`src/rtl/round_robin_arbiter16.sv`:
```
// round_robin_arbiter16: 16-way round-robin arbiter with held grants, registered outputs
// and an optional hold limit that forces release and pulses timeout_o.
`default_nettype none

module round_robin_arbiter16 #(
    parameter int HOLD_MAX = 15
) (
    input  logic        clk,
    input  logic        rst_n,
    input  logic        enable_i,
    input  logic [15:0] req_i,
    input  logic        release_i,
    output logic [15:0] grant_o,
    output logic [3:0]  grant_id_o,
    output logic        grant_valid_o,
    output logic        timeout_o
);

    localparam int CNT_W = (HOLD_MAX > 0) ? $clog2(HOLD_MAX + 1) : 1;

    typedef enum logic [0:0] {
        S_IDLE = 1'b0,
        S_BUSY = 1'b1
    } state_t;

    state_t             state_q;
    logic [3:0]         ptr_q;
    logic [CNT_W-1:0]   cnt_q;
    logic [15:0]        grant_q;
    logic [3:0]         grant_id_q;
    logic               grant_valid_q;
    logic               timeout_q;

    logic [3:0]         win_id;
    logic               win_vld;
    logic               expire;
    logic               normal_end;

    // Walk offsets from high to low so the nearest set bit after ptr_q overwrites the rest.
    always_comb begin
        win_id  = 4'd0;
        win_vld = |req_i;
        for (int i = 15; i >= 0; i--) begin
            if (req_i[ptr_q + 4'(i)]) begin
                win_id = ptr_q + 4'(i);
            end
        end
    end

    generate
        if (HOLD_MAX > 0) begin : g_hold_limit
            assign expire = (cnt_q == CNT_W'(HOLD_MAX - 1));
        end else begin : g_no_hold_limit
            assign expire = 1'b0;
        end
    endgenerate

    assign normal_end = release_i || !req_i[grant_id_q];

    always_ff @(posedge clk or negedge rst_n) begin
        if (!rst_n) begin
            state_q       <= S_IDLE;
            ptr_q         <= 4'd0;
            cnt_q         <= '0;
            grant_q       <= 16'd0;
            grant_id_q    <= 4'd0;
            grant_valid_q <= 1'b0;
            timeout_q     <= 1'b0;
        end else begin
            case (state_q)
                S_IDLE: begin
                    timeout_q <= 1'b0;
                    if (enable_i && win_vld) begin
                        state_q       <= S_BUSY;
                        grant_q       <= 16'd1 << win_id;
                        grant_id_q    <= win_id;
                        grant_valid_q <= 1'b1;
                        cnt_q         <= '0;
                    end
                end
                S_BUSY: begin
                    if (normal_end || expire) begin
                        state_q       <= S_IDLE;
                        grant_q       <= 16'd0;
                        grant_id_q    <= 4'd0;
                        grant_valid_q <= 1'b0;
                        ptr_q         <= grant_id_q + 4'd1;
                        cnt_q         <= '0;
                        // A voluntary end in the expiry cycle is not a timeout.
                        timeout_q     <= !normal_end;
                    end else if (HOLD_MAX != 0) begin
                        cnt_q <= cnt_q + 1'b1;
                    end
                end
                default: begin
                    state_q <= S_IDLE;
                end
            endcase
        end
    end

    assign grant_o       = grant_q;
    assign grant_id_o    = grant_id_q;
    assign grant_valid_o = grant_valid_q;
    assign timeout_o     = timeout_q;

endmodule

`default_nettype wire
```
`config.mk`:
```
export PLATFORM = sky130hd
export DESIGN_NAME = round_robin_arbiter16
export DESIGN_NICKNAME = d
export VERILOG_FILES = /design/src/rtl/round_robin_arbiter16.sv
export SDC_FILE = /design/constraint.sdc
export NUM_CORES = 1
export LEC_CHECK = 0
export ABC_CLOCK_PERIOD_IN_PS = 5100
export CAP_MARGIN = 20
export CORE_AREA = 2 2 84 86
export CTS_CLUSTER_DIAMETER = 120
export DETAILED_ROUTE_END_ITERATION = 16
export DIE_AREA = 0 0 86 88
export GPL_TIMING_DRIVEN = 1
export PLACE_DENSITY_LB_ADDON = 0.15
export RECOVER_POWER = 100
export SLEW_MARGIN = 20
export SYNTH_ARGS = -nofsm -noshare
export SYNTH_HDL_FRONTEND = slang
export SYNTH_SLANG_ARGS = --single-unit
```
`constraint.sdc`:
```
create_clock -name clk -period 5.1 [get_ports clk]
set_input_delay 0.765 -clock clk [delete_from_list [all_inputs] [get_ports clk]]
set_output_delay 0.765 -clock clk [all_outputs]
set_load 0.01 [all_outputs]
```
==> reports/qor.yml, run 1 <==
antenna_found_initial: 0
synth_compound_area_share_pct: 20.4
track_usage_pct: 28.9
synth_ff_type: "dfrtp_1"
async_flop_share_pct: 100
synth_top_family_by_area: "multiplexers"
avgRoutedWirePerCell_um: 20.4
required_ns: 5.28
path_clk_slew_ns: 0.06
synth-warning-count: 0
grt_pass1_wl_mm: 17.0
r2r_slack_ns: 0.84
ys_ff_latch: 31
yosysSeqAreaShare_pct: 20.5
insertion_delay_ns: 0.28
synthCells: 392
finClkSkew_ns: 0.00423
overflow: 0
root_buffer: "clkbuf_8"
critPathKind: "register to register"
port_buffers: 41
cts_buffer_depth: 2
path_cells: "inv_2, ha_1, mux4_2, mux2i_1, mux2i_1, o21ai_0, mux2i_1, nand4_1, a22oi_1, nor2_1, a22o_1"
cts_resized: 0
start_util_pct: 57.0
violations: "capacitance limit, slew limit"
grt_pass1_vias: 3276
cpMaxStageDelayCell: "ha_1"
yosysUniqueCellTypes: 72
period_share_pct: 83.6
synth_edf_count: 0
hold_viol: 0
drc: 0
cap_violations: 1
die_height_um: 88
drv_slew: 32
synth_nets: 422
fin_nets: 455
cp-end-kind: "register"
min_path_type: "register to register"
vias_per_cell: 6.93
routed_wl_mm: 10.3
pin_count: 42
synth_fa_ha_area_share_pct: 3.30
cp-start-kind: "register"
max_slew_margin_pct: -9.30
ant_nets: 0
dp_cells: 498
hpwl_mm: 7.76
cts_sinks: 31
fin_crit_ns: 4.26
htreeDepth: 2
dieWidth_um: 86
synth_mux_area_share_pct: 32.2
synth-xor-area-share_pct: 3.63
rsz0062_at_grt: "no"
yosys.area_share.simple_pct: 15.2
drtIter0Drc: 352
netlist_area_sq_mm: 0.00379
cts_post_setup_buffers_inserted: 0
cpPeakStageDelay_ns: 0.63
diodes: 0
tightestPinTransition_ns: 1.64
setup_viol: 0
areaGrowthSynthToFinish_pct: 13.0
cp_max_fo: 12
cts_tree: "done"
postCtsHoldBufs: 0
final_cell_count_no_fill: 506
critPathMostFrequentCell: "mux2i_1"
worstPathArrival_ns: 4.44
dr_total_vias: 3505
numCtsBuffers: 5
dr.pass1.iters: 6
die-area_sq_mm: 0.00757
outcome: "finished with violations"
rows: 30
postSynthAreaPerCell_sq_um: 9.66
grt_max_degree: 37
drive_above_1_share_pct: 17.1
setup_tns_ns: 0
gp_congestion: 1.05
fp.coreArea_sq_mm: 0.00664
max_freq_mhz: 235
-- synthesized netlist by cell type, types with 3 or more instances --
library cell	instances	area share [%]
nand2_1	39	3.9
and2_1	4	0.66
inv_1	10	0.99
nand4_1	4	0.66
a22oi_1	3	0.59
nor3_1	5	0.66
mux2i_1	33	8.7
o31ai_1	7	1.4
xnor2_1	6	1.4
o21ai_0	24	3.2
xor2_1	6	1.4
mux2i_2	3	1.1
buf_6	5	1.5
o21ai_1	15	2.0
o211ai_1	5	0.99
nor4_1	5	0.83
buf_2	3	0.40
a22o_1	9	2.1
mux2_2	12	3.6
o21a_1	5	0.99
dfrtp_1	31	20
nand3_1	7	0.92
nand2b_1	5	0.83
nor2_1	25	2.5
clkbuf_1	12	1.2
ha_1	10	3.3
mux4_2	30	18
a21oi_1	14	1.9
-- final cells by class --
class / count / area [sq um]
Clock inverter: 1 / 5.00
Multi-Input combinational cell: 327 / 2820
Sequential cell: 31 / 777
Clock buffer: 7 / 76.3
Timing Repair Buffer: 48 / 459
Inverter: 12 / 45.0
Tap cell: 80 / 100
Fill cell: 558 / 2360
-- registers in the layout (all words and copies together) (netlist names) --
signal	cells
grant_o	16
state_q	1
timeout_o	1
grant_valid_o	1
cnt_q	4
grant_id_o	4
ptr_q	4
-- metrics by stage --
step	setup slack [ns]	hold WS [ns]	utilization, %	cell area [sq um]
detailed placement	0.948	0.474	63.4	4220
CTS	1.13	0.492	64.7	4300
global placement	1.01	0.463	63.4	4220
finish	0.839	0.475	64.4	4280
global route	0.446	0.519	64.4	4280
floorplan	0.987	0.437	-	3790
-- metal layers --
layer  track usage, %  wire, um  share of wire, %
met2             42.6      4700                46
met3             5.09       842               8.2
met5                0         0                 0
met1             43.7      4550                44
met4             8.51       223               2.2
-- path summary, 6_finish.rpt --
check,start,to,cells past startpoint
worst min register to register,grant_o[8],grant_o[8],2
worst max register to register,ptr_q[0],grant_o[12],11
max in group asynchronous,rst_n,ptr_q[3],2
worst min-delay path,grant_o[8],grant_o[8],2
min in group asynchronous,rst_n,grant_o[3],2
worst max-delay path,ptr_q[0],grant_o[12],11
-- layout by cell type (no fill, tap or decap), types with 3 or more instances in the layout --
master / count
o21a_1: 5
nor2_1: 25
dfrtp_1: 30
a22o_1: 9
o31ai_1: 7
inv_1: 10
clkbuf_8: 5
nand3_1: 7
nand2b_1: 5
nor3_1: 5
xor2_1: 6
mux2_2: 12
a22oi_1: 4
o21ai_1: 9
o211ai_1: 5
ha_1: 10
nand2_1: 39
buf_4: 6
o21ai_0: 30
clkdlybuf4s50_1: 17
dlygate4sd3_1: 24
a21oi_1: 15
clkbuf_1: 3
xnor2_1: 6
nand4_1: 4
nor4_1: 5
mux2i_1: 34
mux4_2: 30
and2_1: 3
-- critical path: cells and delay by family (launching register included) --
family	cells	cell delay [ns]
compound gates	3	1.09
fa+ha+maj	1	0.63
buf+inv	1	0.09
flops	1	0.36
mux	4	1.71
simple gates	2	0.27
-- logic make-up (layout without fill, tap and decap cells) --
family / after synthesis / count (layout)
simple gates: 112 / 112
fa+ha+maj: 10 / 10
xor+xnor: 14 / 14
mux: 80 / 80
compound gates: 111 / 111
buf+inv: 34 / 68
flops: 31 / 31
Power of run 1 is left out: the tool's default activity adds up to more than one toggle a clock period on the data nets, which glitch-free logic cannot reach.
==> inputs of run 2 (changes only) <==
--- a/config.mk
+++ b/config.mk
@@ -5,12 +5,12 @@
 export SDC_FILE = /design/constraint.sdc
 export NUM_CORES = 1
 export LEC_CHECK = 0
-export ABC_CLOCK_PERIOD_IN_PS = 5100
+export ABC_CLOCK_PERIOD_IN_PS = 3910
 export CAP_MARGIN = 20
-export CORE_AREA = 2 2 84 86
+export CORE_AREA = 2 2 88 90
 export CTS_CLUSTER_DIAMETER = 120
 export DETAILED_ROUTE_END_ITERATION = 16
-export DIE_AREA = 0 0 86 88
+export DIE_AREA = 0 0 90 92
 export GPL_TIMING_DRIVEN = 1
 export PLACE_DENSITY_LB_ADDON = 0.15
 export RECOVER_POWER = 100
==> constraint.sdc (replaced) <==
create_clock -name clk -period 3.91 [get_ports clk]
set_input_delay 0.5865 -clock clk [delete_from_list [all_inputs] [get_ports clk]]
set_output_delay 0.5865 -clock clk [all_outputs]
set_load 0.01 [all_outputs]
==> reports/qor.yml, run 2 (synthesis results as in run 1) <==
overflow: 0
required_ns: 4.12
cp-end-kind: "register"
finClkSkew_ns: 0.0101
dr_total_vias: 3586
dieWidth_um: 90
fin_nets: 486
gp_congestion: 1.05
die_height_um: 92
grt_pass1_vias: 3443
final_common_cell: "nand2_1"
fin_hold_ws_ns: 0.474
cp_max_fo: 8
cp-start-kind: "input port"
insertion_delay_ns: 0.28
cts_sinks: 31
rows: 32
hpwl_mm: 8.66
areaGrowthSynthToFinish_pct: 20.6
drtIter0Drc: 441
drc: 0
tightestPinTransition_ns: 1.62
grt_pass1_wl_mm: 18.0
cts_tree: "done"
cap_violations: 1
grt_max_degree: 37
setup_viol: 0
antenna_found_initial: 0
fin_crit_ns: 3.72
vias_per_cell: 6.43
pin_count: 42
critPathKind: "input port to register"
hold_viol: 0
track_usage_pct: 27.4
port_buffers: 41
htreeDepth: 2
start_util_pct: 50.9
outcome: "finished with violations"
die-area_sq_mm: 0.00828
layout_common_cells: "nand2_1, buf_4, mux2i_1, dfrtp_1, mux4_2"
fp.coreArea_sq_mm: 0.00745
num-fill-cells: 683
diodes: 0
cts_buffer_depth: 2
rsz0062_at_grt: "no"
ant_nets: 0
postCtsHoldBufs: 0
drv_slew: 32
worstPathArrival_ns: 3.93
avgRoutedWirePerCell_um: 19.6
path_clk_slew_ns: 0.06
max_slew_margin_pct: -8.32
root_buffer: "clkbuf_8"
numCtsBuffers: 5
period_share_pct: 95.2
max_freq_mhz: 269
routed_wl_mm: 10.9
min_path_type: "register to register"
violations: "capacitance limit, slew limit"
dr.pass1.iters: 5
drive_above_1_share_pct: 23.7
largest_register_ffs: 16
run 2: cell types whose count changed in the layout (fill, tap and decap cells not counted), sizes merged:
| cell | before | now |
|---|---|---|
| buf | 6 | 34 |
| clkbuf | 8 | 10 |
run 2: path summary, 6_finish.rpt:
path	endpoint	cells past startpoint	slack, ns	start
max in group asynchronous	cnt_q[0]	2	1.71	rst_n
min in group asynchronous	grant_o[12]	2	1.25	rst_n
max reg2reg	grant_o[14]	12	0.21	ptr_q[0]
max	grant_o[13]	11	0.19	req_i[1]
min reg2reg	cnt_q[3]	1	0.47	cnt_q[3]
min	cnt_q[3]	1	0.47	cnt_q[3]
run 2: final cells by class:
cell class / count / area [sq um] / area share [%]
inverter: 12 / 45.0 / 0.986
tap: 102 / 128 / 2.79
clock buffer: 6 / 82.6 / 1.81
clock inverter: 1 / 5.00 / 0.110
multi-input combinational: 327 / 2850 / 62.3
timing repair buffer: 79 / 684 / 15.0
sequential: 31 / 776 / 17.0
run 2: timing repair:
action / in CTS / in global routing
resized for setup: 0 / 2
setup buffers: 0 / 0
endpoints found under the setup margin: 0 / 16
run 2: routing by layer:
layer / up-vias / global-route usage (%) / routed length, um
met2: 149 / 44.8 / 5180
li1: 1648 / - / -
met5: - / 0 / 0
met1: 1757 / 38.0 / 4760
met4: 0 / 11.2 / 408
met3: 32 / 2.22 / 581
run 2: per-stage QoR:
step / util [%] / worst slack [ns] / TNS (ns) / area [sq um] / std cells
finish: 61.3 / 0.187 / 0 / 4570 / 558
global route: 61.3 / 0.0170 / 0 / 4570 / 558
CTS: 61.4 / 0.0872 / 0 / 4580 / 558
detailed placement: 60.3 / -0.0307 / -0.0530 / 4490 / 551
global placement: 60.3 / 0.0529 / 0 / 4490 / 551
floorplan: - / 0.0154 / 0 / 3800 / 392
run 2: critical path, cell delays in order:
cell and delay (ns):
clkdlybuf4s50_1 0.53, mux4_2 0.62, mux2_1 0.40, a211o_1 0.31, a221oi_1 0.40, o21ai_1 0.15
a31oi_1 0.17, clkbuf_1 0.18, nor2_1 0.11, nor4_4 0.28, a22o_1 0.18
Power of run 2 is left out for the same reason.
